<file path="src/rtl/dma_controller.sv">
// Single-channel word DMA: slave register window (+0 SRC, +4 DST, +8 COUNT, +C CTRL) plus a bus master.
// Latency: 3 cycles per word when granted (RD, RD_WAIT, WR); register reads are combinational.
// Backpressure: dma_bus_grant low stalls RD/RD_WAIT/WR with dma_mode idle; FEATURE_DMA_IRQ_EN enables dma_irq.
module dma_controller #(
  parameter logic [31:0] base_address = 32'h40E0
) (
  input  logic        clk,
  input  logic        reset,
  output logic [31:0] data_bus_read,
  input  logic [31:0] data_bus_write,
  input  logic        data_bus_select,
  input  logic [31:0] data_bus_addr,
  input  logic [1:0]  data_bus_mode,
  output logic        dma_bus_req,
  input  logic        dma_bus_grant,
  output logic [31:0] dma_address,
  output logic [31:0] dma_write_data,
  output logic [1:0]  dma_mode,
  output logic [1:0]  dma_reqw,
  output logic        dma_reqs,
  input  logic [31:0] dma_read_data,
  output logic        dma_irq
);

  localparam logic [1:0] MODE_IDLE  = 2'b00;
  localparam logic [1:0] MODE_READ  = 2'b01;
  localparam logic [1:0] MODE_WRITE = 2'b10;
  localparam logic [1:0] SIZE_WORD  = 2'b10;

  localparam logic [2:0] ST_IDLE    = 3'd0;
  localparam logic [2:0] ST_REQ     = 3'd1;
  localparam logic [2:0] ST_RD      = 3'd2;
  localparam logic [2:0] ST_RD_WAIT = 3'd3;
  localparam logic [2:0] ST_WR      = 3'd4;
  localparam logic [2:0] ST_FIN     = 3'd5;

  logic [2:0]  state;
  logic [31:0] src;
  logic [31:0] dst;
  logic [15:0] count;
  logic [31:0] buffer;
  logic        done;
  logic        abort_pend;
  logic        irq_en_rd;

  logic busy;
  logic bus_wr;
  logic bus_rd;
  logic hit_src;
  logic hit_dst;
  logic hit_count;
  logic hit_ctrl;
  logic ctrl_wr;
  logic start_req;
  logic abort_req;
  logic abort_now;
  logic wr_fire;

  assign busy      = (state != ST_IDLE);
  assign bus_wr    = data_bus_select && (data_bus_mode == MODE_WRITE);
  assign bus_rd    = data_bus_select && (data_bus_mode == MODE_READ);
  assign hit_src   = (data_bus_addr == base_address);
  assign hit_dst   = (data_bus_addr == base_address + 32'h4);
  assign hit_count = (data_bus_addr == base_address + 32'h8);
  assign hit_ctrl  = (data_bus_addr == base_address + 32'hC);
  assign ctrl_wr   = bus_wr && hit_ctrl;
  assign start_req = ctrl_wr && data_bus_write[0] && !busy;
  // An abort that lands in FIN is moot: the transfer is already complete.
  assign abort_req = ctrl_wr && data_bus_write[4] && busy && (state != ST_FIN);
  assign abort_now = abort_pend || abort_req;
  assign wr_fire   = (state == ST_WR) && dma_bus_grant;

  always_ff @(posedge clk or negedge reset) begin
    if (!reset) begin
      state <= ST_IDLE;
    end else begin
      case (state)
        ST_IDLE: begin
          if (start_req) begin
            state <= (count == 16'd0) ? ST_FIN : ST_REQ;
          end
        end
        ST_REQ: begin
          if (abort_now) begin
            state <= ST_IDLE;
          end else if (dma_bus_grant) begin
            state <= ST_RD;
          end
        end
        ST_RD: begin
          if (dma_bus_grant) begin
            state <= ST_RD_WAIT;
          end
        end
        ST_RD_WAIT: begin
          if (dma_bus_grant) begin
            state <= ST_WR;
          end
        end
        ST_WR: begin
          if (dma_bus_grant) begin
            if (abort_now) begin
              state <= ST_IDLE;
            end else if (count == 16'd1) begin
              state <= ST_FIN;
            end else begin
              state <= ST_RD;
            end
          end
        end
        ST_FIN:  state <= ST_IDLE;
        default: state <= ST_IDLE;
      endcase
    end
  end

  // Software writes only land while idle, so they never collide with the WR-stage updates.
  always_ff @(posedge clk or negedge reset) begin
    if (!reset) begin
      src <= 32'd0;
    end else if (bus_wr && hit_src && !busy) begin
      src <= {data_bus_write[31:2], 2'b00};
    end else if (wr_fire) begin
      src <= src + 32'd4;
    end
  end

  always_ff @(posedge clk or negedge reset) begin
    if (!reset) begin
      dst <= 32'd0;
    end else if (bus_wr && hit_dst && !busy) begin
      dst <= {data_bus_write[31:2], 2'b00};
    end else if (wr_fire) begin
      dst <= dst + 32'd4;
    end
  end

  always_ff @(posedge clk or negedge reset) begin
    if (!reset) begin
      count <= 16'd0;
    end else if (bus_wr && hit_count && !busy) begin
      count <= data_bus_write[15:0];
    end else if (wr_fire) begin
      count <= count - 16'd1;
    end
  end

  // Read data is held by the source until the next read, so a stalled RD_WAIT still sees it.
  always_ff @(posedge clk or negedge reset) begin
    if (!reset) begin
      buffer <= 32'd0;
    end else if ((state == ST_RD_WAIT) && dma_bus_grant) begin
      buffer <= dma_read_data;
    end
  end

  // FIN wins over a same-cycle write-1-clear so a completion is never lost.
  always_ff @(posedge clk or negedge reset) begin
    if (!reset) begin
      done <= 1'b0;
    end else if (state == ST_FIN) begin
      done <= 1'b1;
    end else if (ctrl_wr && data_bus_write[2]) begin
      done <= 1'b0;
    end
  end

  always_ff @(posedge clk or negedge reset) begin
    if (!reset) begin
      abort_pend <= 1'b0;
    end else if (!busy || (state == ST_FIN)) begin
      abort_pend <= 1'b0;
    end else if (abort_req) begin
      abort_pend <= 1'b1;
    end
  end

`ifdef FEATURE_DMA_IRQ_EN
  logic irq_en;

  always_ff @(posedge clk or negedge reset) begin
    if (!reset) begin
      irq_en <= 1'b0;
    end else if (ctrl_wr && !busy) begin
      irq_en <= data_bus_write[3];
    end
  end

  assign irq_en_rd = irq_en;
  assign dma_irq   = done && irq_en;
`else
  assign irq_en_rd = 1'b0;
  assign dma_irq   = 1'b0;
`endif

  always_comb begin
    data_bus_read = 32'd0;
    if (bus_rd) begin
      if (hit_src) begin
        data_bus_read = src;
      end else if (hit_dst) begin
        data_bus_read = dst;
      end else if (hit_count) begin
        data_bus_read = {16'd0, count};
      end else if (hit_ctrl) begin
        data_bus_read = {27'd0, 1'b0, irq_en_rd, done, busy, 1'b0};
      end
    end
  end

  always_comb begin
    dma_bus_req    = (state == ST_REQ) || (state == ST_RD) ||
                     (state == ST_RD_WAIT) || (state == ST_WR);
    dma_address    = 32'd0;
    dma_write_data = 32'd0;
    dma_mode       = MODE_IDLE;
    if (state == ST_RD) begin
      dma_address = src;
      if (dma_bus_grant) begin
        dma_mode = MODE_READ;
      end
    end else if (state == ST_WR) begin
      dma_address    = dst;
      dma_write_data = buffer;
      if (dma_bus_grant) begin
        dma_mode = MODE_WRITE;
      end
    end
  end

  assign dma_reqw = SIZE_WORD;
  assign dma_reqs = 1'b0;

endmodule

</file>
<file path="config.mk">
export PLATFORM = sky130hd
export DESIGN_NAME = dma_controller
export DESIGN_NICKNAME = d
export VERILOG_FILES = /design/src/rtl/dma_controller.sv
export SDC_FILE = /design/constraint.sdc
export NUM_CORES = 1
export LEC_CHECK = 0
export ABC_AREA = 1
export BUFFER_PORTS_ARGS = -buffer_cell sky130_fd_sc_hd__buf_2
export CAP_MARGIN = 20
export CORE_AREA = 10 10 133 135
export CTS_BUF_LIST = sky130_fd_sc_hd__clkbuf_8 sky130_fd_sc_hd__clkbuf_16
export CTS_CLUSTER_SIZE = 25
export DETAILED_ROUTE_END_ITERATION = 8
export DIE_AREA = 0 0 143 145
export PLACE_DENSITY = 0.88
export RECOVER_POWER = 100
export SYNTH_ARGS = -nofsm -noshare
export SYNTH_HDL_FRONTEND = slang
export SYNTH_SLANG_ARGS = --single-unit
</file>
<file path="constraint.sdc">
create_clock -name clk -period 2.3 [get_ports clk]
set_input_delay 0.345 -clock clk [delete_from_list [all_inputs] [get_ports clk]]
set_output_delay 0.345 -clock clk [all_outputs]
set_load 0.005 [all_outputs]
</file>
-- After elaboration in Yosys (flattened, before gate mapping)
Index checks and enable logic that the tools add are counted.
W data, S select, Z words.
- reductions and logical operators: 32
- equal/unequal tests: 18
- add/subtract/negate cells: 3
- muxes and demuxes: 33
- operators with widths (kind ; count):
    $mux W32 ; 11
    $eq A32 B15 Y1 const B ; 4
    $add A32 B3 Y32 const B ; 2
    $mux W16 ; 3
    $mux W3 ; 10
    $logic_and A1 B1 Y1 ; 17
    $eq A16 B1 Y1 const B ; 1
    $logic_not A16 Y1 ; 1
    $sub A16 B1 Y16 const B ; 1
    $pmux W3 S5 ; 1
    $reduce_bool A2 Y1 ; 5
    $ne A2 B2 Y1 const B ; 4
    $eq A3 B2 Y1 const B ; 2
    $eq A3 B3 Y1 const B ; 2
    $mux W2 ; 3
    $ne A3 B3 Y1 const B ; 2
    $logic_or A1 B1 Y1 ; 5
    $mux W1 ; 5
    $reduce_and A5 Y1 ; 1
    $eq A3 B1 Y1 const B ; 1
    $logic_not A3 Y1 ; 1
    $reduce_bool A3 Y1 ; 1
    $eq A2 B1 Y1 const B ; 1
    $eq A2 B2 Y1 const B ; 1
    $logic_not A1 Y1 ; 1
- output and inout port bits: 103
- register bits after elaboration: 117

-- Longest topological paths before layout
Gate-level depths: netlist of run 1.
- depth after elaboration: 10
- gate-level depth with buffers: 14

-- Least setup slack after synthesis of run 1
Ideal clock, no wire load.
- path kind: in2out
- start: in data_bus_addr[11]
- end: out data_bus_read[24]
- data arrival time: 1.595 ns
- setup slack: 0.360 ns
- stages: 11
- buffers on the path: 2
- cell sequence: nor2_1 > nand2_1 > nor2_2 > inv_2 > nor3_4 > nand2_1 > buf_6 > inv_2 > buf_4 > nand2_1 > a21oi_1
- longest elaborated chain between the ends: 4
- elaborated cells between the ends (all ways): 5
- classes of those cells: 2 x eq/ne; 3 x mux
- ends and longest elaborated chain (item ; RTL line ; text):
    start: declaration ; 12 ; input logic [31:0] data_bus_addr,
    $eq A32 B15 Y1 ; 63 ; assign hit_dst = (data_bus_addr == base_address + 32'h4);
    $mux W32 ; 201 ; end else if (hit_dst) begin
    $mux W32 * ; 199 ; if (hit_src) begin
    $mux W32 * ; 198 ; if (bus_rd) begin
    end: declaration ; 9 ; output logic [31:0] data_bus_read,
Every way passes the cells marked *; elsewhere a longest branch is shown, timed or not.

-- Worst setup path after layout of run 1
- start: in data_bus_addr[31]
- end: out data_bus_read[31]
Same word-level chain as after synthesis.

==> impl_metrics.csv, run 1 <==
group,metric,value,unit
synth,yosysWarnings,0,
outcome,run_status,"complete, no violations",
sta,fin_worst_skew,18.7,ps
sta,maxSlewViolCount,0,
global_route,antenna_found_initial,0,
setup_path,r2r_cells,9,
route,drt_iter0_markers,1021,
setup_path,critPathBufInv,3,
sta,tightest_slew,945,ps
setup_path,crit_path_start_kind,"input pin",
place,hpwlAfterDp,23700,um
setup_path,crit_arrival,1900,ps
floorplanning,die-area,0.0207,mm^2
synth,netlist_area,0.00813,mm^2
sta,maxSlewHeadroom,36.9,%
pwr,p_leak,5.39,nW
global_route,grt_pass1_wl,47800,um
clocking,h-tree-depth,4,
final_layout,layout_common_cells,"nand2_1, inv_1, buf_2",
worst_hold_path,hp-class,"input pin to register",
final_layout,layout_commonest_cell,"nand2_1",
setup_path,path_max_fanout,10,
setup_path,critical-path-max-stage-delay,340,ps
synth,ys_ff_latch,113,
clocking,cts_max_path_buffers,2,
global_route,overflow,0,
sta,setup_viol,0,
route,viasPerCell,5.64,
clocking,worstSkewPairLatency,430,ps
setup_path,slowest_stage,"o31ai_1",
route,dr.pass1.iters,7,
sta,final.setup.tns,0,ps
clocking,cts_buffers,17,
place,numPortBuffers,198,
final_layout,diodes,0,
clocking,cts.sinks,113,
sta,whs,136,ps
route,drt_wl_total,30900,um
job,maxCapViolCount,0,
floorplanning,fp.dieW,143,um
synth,synth_edf_count,0,
clocking,clkSlewWorstSetupHoldPaths,60,ps
setup_path,cp_data_required_time,1960,ps
synth,syn_area_per_cell,6.45,um^2
final_layout,drive_above_1_share,19.7,%
setup_path,critPathTopFamily,"simple AND/OR/NAND/NOR gates",
route,wl_per_cell,18.3,um
place,gp_congestion,0.961,
synth,synth_cell_types,38,
setup_path,cp_num_cells,10,
setup_path,timing.critical_path.cells,"buf_2, nor2_1, nand2_1, nor2_2, nand2_2, nor3_4, nand2_2, buf_4, o31ai_1, buf_2",
route,vias,9522,
sta,fin_crit,2240,ps
synth,synth_cells,1261,
sta,hold_violations,0,
floorplanning,core_area,0.0150,mm^2
route,antenna_left,0,
setup_path,cp-end-kind,"output pin",
pwr,pwr_density_cell,883,mW/mm^2
synth,ys_seq_area_share,34.8,%
synth,ys.flop_type,"dfrtp_1",
global_route,first_global_vias,9070,
worst_hold_path,holdPathStages,3,
final_layout,syn_to_final_growth,25.4,%
pwr,vdd_ir_drop_max,0.576,mV
floorplanning,boundaryPins,205,
clocking,clockRootBuffer,"clkbuf_16",
floorplanning,die_h,145,um
global_route,track_usage,29.1,%
sta,fmax,446,MHz
final_layout,fin_util,67.8,%
global_route,grt_start_max_net_pins,47,
sta,grt_setup_unrepaired,"yes",
synth,synth-async-reset-ratio,100,%
floorplanning,rows,45,
floorplanning,initial_core_util,54.1,%
place,placed_area,0.00957,mm^2
sta,period_share,97.6,%
setup_path,critical_path_class,"input pin to output pin",
clocking,cts_tree,"built",
final_layout,finish.instance_area,0.0102,mm^2
final_layout,nets,1593,
route,drc,0,
==> cell families (layout without fill, tap and decap cells) <==
family / count (synthesis) / in the layout / share of synthesized area, %
flops: 113 / 113 / 34.8
simple gates: 677 / 677 / 35.2
other cells: 2 / 6 / 0.0924
buf+inv: 244 / 479 / 12.2
fa+ha+maj: 4 / 4 / 0.616
compound gates: 171 / 171 / 11.7
xor+xnor: 50 / 50 / 5.39
==> state kept, by name (all words and copies together) (netlist names) <==
| signal | count |
|---|---|
| buffer | 32 |
| dst | 30 |
| src | 30 |
| count | 16 |
| state | 3 |
| abort_pend | 1 |
| done | 1 |
==> where the power goes <==
group	internal (W)	switching, W
clock	0.00154	0.00114
combinational	0.00113	0.00208
sequential	0.00259	0.000527
==> synthesized netlist by cell type, types with 5 or more instances <==
master	count	share of area (%)
o22ai_1	23	1.8
nor2_1	160	7.4
inv_2	6	0.28
inv_1	184	8.5
o21ai_1	6	0.37
buf_4	12	1.1
nand2_1	339	16
buf_2	11	0.68
a21oi_1	56	3.4
clkbuf_1	24	1.1
nand3_1	94	5.8
dfrtp_1	113	35
o21ai_0	62	3.8
nand4_1	24	1.8
nor3_1	33	2.0
nor4_1	6	0.46
or2_2	5	0.38
xor2_1	46	5.0
o211ai_1	17	1.6
==> path summary, 6_finish.rpt <==
check | startpoint | to | slack (ps)
max | data_bus_addr[31] | data_bus_read[31] | 60
min | data_bus_write[1] | count[1] | 140
max reg2reg | state[1] | src[17] | 160
min reg2reg | done | done | 510
max in group asynchronous | reset | dst[17] | 530
min in group asynchronous | reset | dst[26] | 560
==> layout make-up <==
class / count / area (um^2)
fillers: 1370 / 4840
multi-input cells: 908 / 4410
flip-flops and latches: 113 / 2830
repair buffers: 254 / 1400
inverters: 193 / 731
clock buffers: 17 / 425
well taps: 188 / 235
clock inverters: 15 / 163
==> tightest hold or removal path, delay by kind of cell <==
| kind | cells | cell delay, ps |
|---|---|---|
| and+or+nand+nor | 2 | 110 |
| buffers and inverters | 1 | 70 |
==> stage by stage <==
| stage | setup slack, ps | power (W) | instances |
|---|---|---|---|
| finish | 56.0 | 0.00900 | 1688 |
| global route | -26.2 | 0.00958 | 1688 |
| CTS | 6.52 | 0.00891 | 1685 |
| detailed placement | 26.9 | 0.00621 | 1652 |
| global placement | 40.5 | 0.00611 | 1652 |
| floorplan | 360 | 0.00499 | 1265 |
==> repair_timing <==
action	CTS	global route
endpoints found under the setup margin	6	60
hold buffers	1	0
hold endpoints to repair	26	0
buffers inserted	0	3
pin swaps	0	2
resized for setup	2	28
==> metal layers <==
layer  track usage (%)  wire [um]
met1              37.2      12300
met2              45.3      14100
met3              7.27       3370
met4              12.7       1230
met5                 0          0
Note: power is estimated with default switching activity, not from simulation.
==> run 2, diff against run 1 <==
--- a/config.mk
+++ b/config.mk
@@ -8,12 +8,12 @@
 export ABC_AREA = 1
 export BUFFER_PORTS_ARGS = -buffer_cell sky130_fd_sc_hd__buf_2
 export CAP_MARGIN = 20
-export CORE_AREA = 10 10 133 135
+export CORE_AREA = 10 10 140 142
 export CTS_BUF_LIST = sky130_fd_sc_hd__clkbuf_8 sky130_fd_sc_hd__clkbuf_16
 export CTS_CLUSTER_SIZE = 25
 export DETAILED_ROUTE_END_ITERATION = 8
-export DIE_AREA = 0 0 143 145
-export PLACE_DENSITY = 0.88
+export DIE_AREA = 0 0 150 152
+export PLACE_DENSITY = 0.84
 export RECOVER_POWER = 100
 export SYNTH_ARGS = -nofsm -noshare
 export SYNTH_HDL_FRONTEND = slang
==> constraint.sdc (replaced) <==
create_clock -name clk -period 2 [get_ports clk]
set_input_delay 0.3 -clock clk [delete_from_list [all_inputs] [get_ports clk]]
set_output_delay 0.3 -clock clk [all_outputs]
set_load 0.005 [all_outputs]
==> impl_metrics.csv, run 2 (synthesized netlist as in run 1, its figures left out) <==
group,metric,value,unit
outcome,run_status,"complete, but fails checks",
outcome,violations,"setup timing",
place,numPortBuffers,198,
final_layout,layout_commonest_cell,"nand2_1",
sta,fin_ws,-279,ps
route,wl_per_cell,20.3,um
clocking,cts_max_path_buffers,2,
pwr,vdd_ir_drop_max,0.580,mV
final_layout,drive_above_1_share,35.1,%
clocking,cts.sinks,113,
global_route,grt_start_max_net_pins,65,
place,placed_area,0.00999,mm^2
global_route,antenna_found_initial,0,
global_route,grt_pass1_wl,50400,um
floorplanning,die_h,152,um
worst_hold_path,hp-class,"input pin to register",
route,drt_wl_total,36600,um
route,drc,0,
sta,hold_violations,0,
final_layout,finish.instance_area,0.0122,mm^2
setup_path,cp_data_required_time,1700,ps
route,antenna_left,0,
sta,fmax,439,MHz
sta,maxSlewViolCount,0,
place,hpwlAfterDp,24400,um
setup_path,crit_arrival,1980,ps
clocking,worstSkewPairLatency,420,ps
final_layout,fin_util,72.3,%
clocking,clkSlewWorstSetupHoldPaths,60,ps
route,drt_iter0_markers,1265,
setup_path,critical_path_class,"input pin to output pin",
final_layout,nets,1673,
final_layout,reg.largest.list,"buffer x32, dst x30, src x30",
route,viasPerCell,5.76,
sta,period_share,114,%
floorplanning,core_area,0.0169,mm^2
pwr,power_frac_seq,30.9,%
final_layout,syn_to_final_growth,50.6,%
route,dr.pass1.iters,6,
floorplanning,fp.dieW,150,um
sta,maxSlewHeadroom,48.5,%
global_route,overflow,0,
pwr,intPower,0.00665,W
floorplanning,boundaryPins,205,
sta,fin_crit,2280,ps
final_layout,regMostFlops,"buffer",
floorplanning,rows,48,
floorplanning,die-area,0.0228,mm^2
sta,tightest_slew,772,ps
route,vias,10400,
setup_path,crit_path_start_kind,"input pin",
sta,setup_viol,79,
pwr,pwr_density_cell,955,mW/mm^2
final_layout,largest_reg_flops,32,
global_route,track_usage,27.6,%
pwr,swShare,43.1,%
clocking,clockRootBuffer,"clkbuf_16",
sta,fin_worst_skew,9.68,ps
place,gp_congestion,1.03,
global_route,first_global_vias,9537,
setup_path,path_max_fanout,8,
pwr,p_leak,6.33,nW
pwr,power_frac_comb,45.2,%
final_layout,diodes,0,
clocking,cts_buffers,17,
setup_path,cp-end-kind,"output pin",
clocking,cts_tree,"built",
pwr,fin_total_pwr,0.0117,W
floorplanning,initial_core_util,48.0,%
sta,grt_setup_unrepaired,"yes",
pwr,pwr-share-clk,23.9,%
pwr,p_sw,0.00504,W
final_layout,layout_common_cells,"nand2_1, buf_2, inv_1",
clocking,h-tree-depth,4,
job,maxCapViolCount,0,
-- run 2: changes by cell type in the layout (fill, tap and decap cells not counted), sizes merged --
cell,change
clkinv,+9
bufinv,-1
clkinvlp,+3
clkbuf,-28
buf,+108
inv,-11
-- run 2: critical path, stage by stage --
cell and delay, ps:
buf_6 100, nor2_2 130, nand2_2 70, nor2_4 120
inv_2 50, nor3_4 250, buf_6 160, nand2_4 50
buf_8 160, o211ai_1 270, nand2_1 140, inv_2 90
buf_6 90
-- run 2: layout make-up --
cell class / instances / area, um^2
clock buffers: 17 / 425
clock inverters: 15 / 110
fillers: 1269 / 4700
inverters: 193 / 763
multi-input cells: 908 / 5250
flip-flops and latches: 113 / 2830
well taps: 225 / 282
repair buffers: 334 / 2580
-- run 2: final timing paths --
path	startpoint	slack [ps]	cells past startpoint	end
worst max-delay path	data_bus_addr[15]	-280	13	data_bus_read[3]
worst min-delay path	data_bus_write[1]	90	3	count[1]
worst max register to register	state[0]	-100	10	count[8]
worst min register to register	count[15]	500	2	count[15]
max in group asynchronous	reset	400	3	src[10]
min in group asynchronous	reset	490	2	count[1]
-- run 2: per-layer routing --
metal | track usage [%] | wire length (um)
met5 | 0 | 0
met2 | 44.0 | 17100
met3 | 6.44 | 4150
met1 | 34.4 | 13300
met4 | 12.7 | 2110
-- run 2: repair_timing --
action,in CTS,in global routing
buffers inserted,7,25
hold buffers,1,0
cloned,2,10
endpoints found under the setup margin,96,124
hold endpoints to repair,26,0
pin swaps,22,44
gates resized for setup,84,250
-- run 2: stage by stage --
step                std cells  hold WS [ps]  setup WS (ps)  TNS (ps)
floorplan                1265          4.41            150         0
global placement         1729           261           -124     -3300
detailed placement       1729           267           -167     -5740
CTS                      1770          92.1           -122     -2310
global route             1805           106           -344    -13110
finish                   1805          94.2           -279     -5310
-- run 2: power groups by stage --
stage	registers [W]	clock network, W	logic (W)
floorplan	0.00341	0	0.00234
global placement	0.00350	0	0.00373
detailed placement	0.00353	0	0.00382
CTS	0.00351	0.00280	0.00417
global route	0.00367	0.00292	0.00573
finish	0.00362	0.00279	0.00528
